[config.mk]
export PLATFORM = sky130hd
export DESIGN_NAME = weight_update_sequencer_flat
export DESIGN_NICKNAME = d
export VERILOG_FILES = /design/src/rtl/weight_update_sequencer_if.sv /design/src/rtl/weight_update_sequencer.sv /design/src/flat_wrapper.sv
export SDC_FILE = /design/constraint.sdc
export NUM_CORES = 1
export LEC_CHECK = 0
export ABC_AREA = 1
export ABC_CLOCK_PERIOD_IN_PS = 7100
export BUFFER_PORTS_ARGS = -buffer_cell sky130_fd_sc_hd__buf_2
export CAP_MARGIN = 20
export CELL_PAD_IN_SITES_DETAIL_PLACEMENT = 1
export CELL_PAD_IN_SITES_GLOBAL_PLACEMENT = 1
export CORE_ASPECT_RATIO = 0.7
export CORE_MARGIN = 3
export CORE_UTILIZATION = 30
export DETAILED_ROUTE_END_ITERATION = 8
export GPL_TIMING_DRIVEN = 0
export PLACE_DENSITY_LB_ADDON = 0.2
export SLEW_MARGIN = 20
export SYNTH_ARGS = -nofsm -noshare
export SYNTH_HDL_FRONTEND = slang
export SYNTH_SLANG_ARGS = --single-unit
[constraint.sdc]
create_clock -name clk -period 7.1 [get_ports clk]
set_clock_uncertainty 0.05 [all_clocks]
set_input_delay 0.71 -clock clk [delete_from_list [all_inputs] [get_ports clk]]
set_output_delay 0.71 -clock clk [all_outputs]
set_load 0.1 [all_outputs]
[src/rtl/weight_update_sequencer_if.sv]
// weight_update_sequencer_if: gradient handshake, storage update and read-grant bus
interface weight_update_sequencer_if #(
  parameter int data_size = 16,
  parameter int size = 3
);
  logic start;
  logic [31:0] num_layers;
  logic grad_valid;
  logic [data_size*size-1:0] grad_data;
  logic grad_ready;
  logic [31:0] layer_index;
  logic [31:0] row_index;
  logic [data_size*size-1:0] dc_dw;
  logic is_update;
  logic rd_req;
  logic is_read;
  logic busy;
  logic done;
  logic error;
  modport master (
    output start, num_layers, grad_valid, grad_data, rd_req,
    input grad_ready, layer_index, row_index, dc_dw, is_update, is_read, busy, done, error
  );
  modport slave (
    input start, num_layers, grad_valid, grad_data, rd_req,
    output grad_ready, layer_index, row_index, dc_dw, is_update, is_read, busy, done, error
  );
endinterface

[src/rtl/weight_update_sequencer.sv]
// weight_update_sequencer: sweeps storage rows last layer to first, writing one gradient row per update
module weight_update_sequencer #(
  parameter int data_size = 16,
  parameter int size = 3,
  parameter int layer_size = 5
) (
  input logic clk,
  input logic reset,
  weight_update_sequencer_if.slave bus
);
  localparam logic [1:0] IDLE = 2'd0;
  localparam logic [1:0] FETCH = 2'd1;
  localparam logic [1:0] UPDATE = 2'd2;
  localparam logic [1:0] DONE = 2'd3;
  logic [1:0] state_q, state_d;
  logic [31:0] layer_q, layer_d, row_q, row_d;
  logic [data_size*size-1:0] dc_q, dc_d;
  logic err_q, err_d;
  // next state: accept start in IDLE, capture a row in FETCH, advance row/layer after each UPDATE
  always_comb begin
    state_d = state_q;
    layer_d = layer_q;
    row_d = row_q;
    dc_d = dc_q;
    err_d = err_q;
    case (state_q)
      IDLE: if (bus.start) begin
        if (bus.num_layers > 32'(layer_size)) begin
          err_d = 1'b1;
        end else begin
          err_d = 1'b0;
          row_d = '0;
          layer_d = bus.num_layers == '0 ? layer_q : bus.num_layers - 32'd1;
          state_d = bus.num_layers == '0 ? DONE : FETCH;
        end
      end
      FETCH: if (bus.grad_valid) begin
        dc_d = bus.grad_data;
        state_d = UPDATE;
      end
      UPDATE: if (row_q < 32'(size - 1)) begin
        row_d = row_q + 32'd1;
        state_d = FETCH;
      end else if (layer_q != '0) begin
        row_d = '0;
        layer_d = layer_q - 32'd1;
        state_d = FETCH;
      end else begin
        state_d = DONE;
      end
      DONE: state_d = IDLE;
    endcase
  end
  // state and datapath registers, cleared immediately on reset so an aborted sweep issues no further update
  always_ff @(posedge clk or posedge reset) begin
    if (reset) begin
      state_q <= IDLE;
      layer_q <= '0;
      row_q <= '0;
      dc_q <= '0;
      err_q <= 1'b0;
    end else begin
      state_q <= state_d;
      layer_q <= layer_d;
      row_q <= row_d;
      dc_q <= dc_d;
      err_q <= err_d;
    end
  end
  assign bus.grad_ready = state_q == FETCH;
  assign bus.is_update = state_q == UPDATE;
  assign bus.busy = state_q != IDLE;
  assign bus.done = state_q == DONE;
  assign bus.is_read = bus.rd_req && state_q == IDLE;
  assign bus.error = err_q;
  assign bus.layer_index = layer_q;
  assign bus.row_index = row_q;
  assign bus.dc_dw = dc_q;
endmodule

[src/flat_wrapper.sv]
// flat-port wrapper written by rule: the top's interface ports become plain ports
module weight_update_sequencer_flat 
#(
  parameter int data_size = 16,
  parameter int size = 3,
  parameter int layer_size = 5
)
  (clk, reset, bus_start, bus_num_layers, bus_grad_valid, bus_grad_data, bus_rd_req, bus_grad_ready, bus_layer_index, bus_row_index, bus_dc_dw, bus_is_update, bus_is_read, bus_busy, bus_done, bus_error);
  weight_update_sequencer_if #(.data_size(data_size), .size(size)) bus_i ();
  input logic clk;
  input logic reset;
  input wire logic [$bits(bus_i.start)-1:0] bus_start;
  input wire logic [$bits(bus_i.num_layers)-1:0] bus_num_layers;
  input wire logic [$bits(bus_i.grad_valid)-1:0] bus_grad_valid;
  input wire logic [$bits(bus_i.grad_data)-1:0] bus_grad_data;
  input wire logic [$bits(bus_i.rd_req)-1:0] bus_rd_req;
  output wire logic [$bits(bus_i.grad_ready)-1:0] bus_grad_ready;
  output wire logic [$bits(bus_i.layer_index)-1:0] bus_layer_index;
  output wire logic [$bits(bus_i.row_index)-1:0] bus_row_index;
  output wire logic [$bits(bus_i.dc_dw)-1:0] bus_dc_dw;
  output wire logic [$bits(bus_i.is_update)-1:0] bus_is_update;
  output wire logic [$bits(bus_i.is_read)-1:0] bus_is_read;
  output wire logic [$bits(bus_i.busy)-1:0] bus_busy;
  output wire logic [$bits(bus_i.done)-1:0] bus_done;
  output wire logic [$bits(bus_i.error)-1:0] bus_error;
  assign bus_i.start = bus_start;
  assign bus_i.num_layers = bus_num_layers;
  assign bus_i.grad_valid = bus_grad_valid;
  assign bus_i.grad_data = bus_grad_data;
  assign bus_i.rd_req = bus_rd_req;
  assign bus_grad_ready = bus_i.grad_ready;
  assign bus_layer_index = bus_i.layer_index;
  assign bus_row_index = bus_i.row_index;
  assign bus_dc_dw = bus_i.dc_dw;
  assign bus_is_update = bus_i.is_update;
  assign bus_is_read = bus_i.is_read;
  assign bus_busy = bus_i.busy;
  assign bus_done = bus_i.done;
  assign bus_error = bus_i.error;
  weight_update_sequencer #(.data_size(data_size), .size(size), .layer_size(layer_size)) u_core (.clk(clk), .reset(reset), .bus(bus_i));
endmodule
==> run metrics <==
status completed; Slowest-stage cell, CP clkbuf_1; commonest non-fill, non-tap cell in the layout nand2_1; GR Layer Usage met2 27.8%; gpl congestion 0.851; vias per cell 4.47; slew of the pin with the lowest slew margin 624 ps; RSZ-0062 raised after global routing no; Longest Clk Path Bufs 2; worst min-delay path category in2async; GR peak layer met1; switching share of total power 59.6%; Synth Register Bits 115; DR vias 5,891; layout cells sized above 1 32.9%; Synth area leader dfrtp_1; worst-skew pair later-pin latency 420 ps; met3 usage 5.14%; Clock transition at path regs 60 ps; post-CTS setup buffers 0; kind of cell adding the most delay to the critical path buffers and inverters; top-area cell type share of the netlist area 45.8%; Comb power frac 57.5%; Routed WL per cell 16.1 um; Syn Std Cell Area 6280 um^2; Residual DRC 0; Detail Route Antenna Nets 0; dominant synthesized flop cell dfrtp_1; Overflow after GRT 0; Clock Power Share 19.5%; Die W 179 um; Synth Net Count 900; Internal Power 1.85 mW; Fillers 2,585; slowest stage delay, CP 500 ps; first-pass GRT wire length 33,500 um; Net Switching 2.72 mW; fin crit period 2770 ps; footprint of the multi-input gates 2810 um^2; Die ar. 22,700 um^2; Storage cell area 2880 um^2; fmax 361 MHz; critical path cell sequence buf_4 -> clkbuf_1 -> nand2_1 -> inv_1 -> buf_2; Worst setup endpoint bus_done; synth warn 0; std cell rows 43; placed cell areas 7660 um^2; Worst Reg-to-Reg Cells 12; synth top area cells dfrtp_1 46%, nand2_1 16%, mux2_2 8.6%, inv_1 6.8%, nor2_1 5.3%; Ant. Diodes 0; CTS Buf Count 17; # setup viols final 0; maximum VDD drop 0.322 mV; pwr/cell area 553 nW/um^2; crit-path max FO 10; Req. time, crit path 6340 ps; initial antenna violation count 0; CP arrival 2010 ps; CTS tree yes; Synth cell types 29; clk sinks 115; DP HPWL 16,900 um; register share of total power 23.0%; CP startpoint u_core.state_q[1]$_DFFE_PP0P_; Routed WL 21,300 um; R2R Setup Slk 4570 ps; GRT Overall Usage 18.9%; root buf cell clkbuf_16; period utilisation layout 39.1%; EDFF count, synth 0; Pre-Repair DR Iteration Count 4; IO Pins 203; hold buffers post-CTS 0; syn_area_per_cell 7.73 um^2; met1 GRT Util 28.7%; sequential share of the synthesized area 45.8%; Synth-to-Final Area Change 31.6%; Design Area, Final 8270 um^2; final number of max-transition violations 0; violation count after the first detailed-routing iteration 300; Startpoint Class flip-flop; Fin Setup TNS 0 ps; Final Hold Viols 0; I/O Buffers 202; largest net degree at the start of global routing 62; Critical R2R Launch u_core.state_q[1]$_DFFE_PP0P_; PostCTS Resize Cnt 0; Synth Instances 813; R2R Path End u_core.bus.layer_index[28]$_DFFE_PP0P_; crit path buf inv count 4; Synth async-reset ratio 100%; Initial Util 31.1%; critical path depth 5; vias in the first global route 6,037; die height 127 um; Rel. slew slack 58.4%; maxcap violations 0; final net count 1,122; leak pwr 4.64 nW; most frequent cells in the layout 264 x nand2_1, 214 x buf_2, 115 x dfrtp_1, 113 x inv_1, 88 x nor2_1; htree depth 4; crit end category primary output; core area 20,200 um^2; crit path kind reg2out
-- how the worst min path moves through the flow --
stage	startpoint	endpoint	slack, ps
2_1_floorplan	u_core.state_q[0]$_DFFE_PP0P_	u_core.state_q[1]$_DFFE_PP0P_	680
3_3_place_gp	u_core.bus.row_index[4]$_DFFE_PP0P_	u_core.bus.row_index[4]$_DFFE_PP0P_	420
3_5_place_dp	u_core.bus.row_index[12]$_DFFE_PP0P_	u_core.bus.row_index[12]$_DFFE_PP0P_	430
4_1_cts	reset	u_core.bus.dc_dw[43]$_DFFE_PP0P_	320
5_1_grt	reset	u_core.bus.dc_dw[43]$_DFFE_PP0P_	320
6_report	reset	u_core.bus.dc_dw[43]$_DFFE_PP0P_	300
-- final cells by class --
| cell class | instances | share of cell area, % |
|---|---|---|
| repair buffers | 203 | 12.6 |
| clock inverters | 14 | 2.00 |
| flip-flops and latches | 115 | 34.8 |
| plain buffers | 24 | 1.82 |
| multi-input cells | 555 | 34.0 |
| well taps | 270 | 4.09 |
| clock buffers | 18 | 5.31 |
| inverters | 119 | 5.46 |
-- cell families after synthesis --
family / count (synthesis) / synth area share (%)
adders and majority gates: 2 / 0.398
AOI/OAI and AO/OA: 33 / 2.87
muxes: 48 / 8.60
DFF: 115 / 45.8
xor gates and xnor gates: 7 / 0.976
buffers and inverters: 143 / 9.50
and+or+nand+nor: 465 / 31.8
-- state kept, by name (all words and copies together), names as in the netlist --
signal and count:
u_core.bus.row_index 32, u_core.bus.layer_index 32, u_core.bus.dc_dw 48, u_core.bus.error 1, u_core.state_q 2
-- power by group through the flow --
| stage | Combinational, mW | Sequential (mW) | Clock (mW) |
|---|---|---|---|
| 3_3_place_gp | 2.62 | 1.06 | 0 |
| 3_5_place_dp | 2.65 | 1.07 | 0 |
| 5_1_grt | 2.74 | 1.09 | 0.950 |
| 2_1_floorplan | 0.490 | 2.74 | 0 |
| 6_report | 2.63 | 1.05 | 0.892 |
| 4_1_cts | 2.65 | 1.06 | 0.915 |
-- synthesized netlist by cell type, types with 8 or more instances --
master    instances
dfrtp_1         115
mux2_2           48
nand3b_1         13
nor2_2           14
nand2_1         264
nand3_1          57
inv_1           114
o21ai_1           8
buf_2            12
nand2_2          13
o21ai_0          16
nor2_1           88
-- worst reg2reg max path, delay by kind of cell (launching register included) --
kind / cells / cell delay (ps)
buffers and inverters: 4 / 830
flip-flops: 1 / 320
AND/OR/NAND/NOR: 8 / 1290
-- layer usage --
layer / routed length [um] / share of wire [%]
met1: 10900 / 51
met2: 8840 / 42
met3: 1470 / 6.9
met4: 53 / 0.25
met5: 0 / 0
-- through the flow --
step | hold slack (ps) | cells | total power, mW | worst slack (ps) | util [%]
2_1_floorplan | 676 | 813 | 3.23 | 3300 | -
3_3_place_gp | 423 | 1285 | 3.68 | 1560 | 37.8
3_5_place_dp | 429 | 1286 | 3.71 | 4050 | 38.0
4_1_cts | 315 | 1318 | 4.62 | 4300 | 41.0
5_1_grt | 321 | 1318 | 4.78 | 4120 | 41.0
6_report | 302 | 1318 | 4.57 | 4330 | 41.0
No activity file was read; power rests on OpenSTA's default activity.
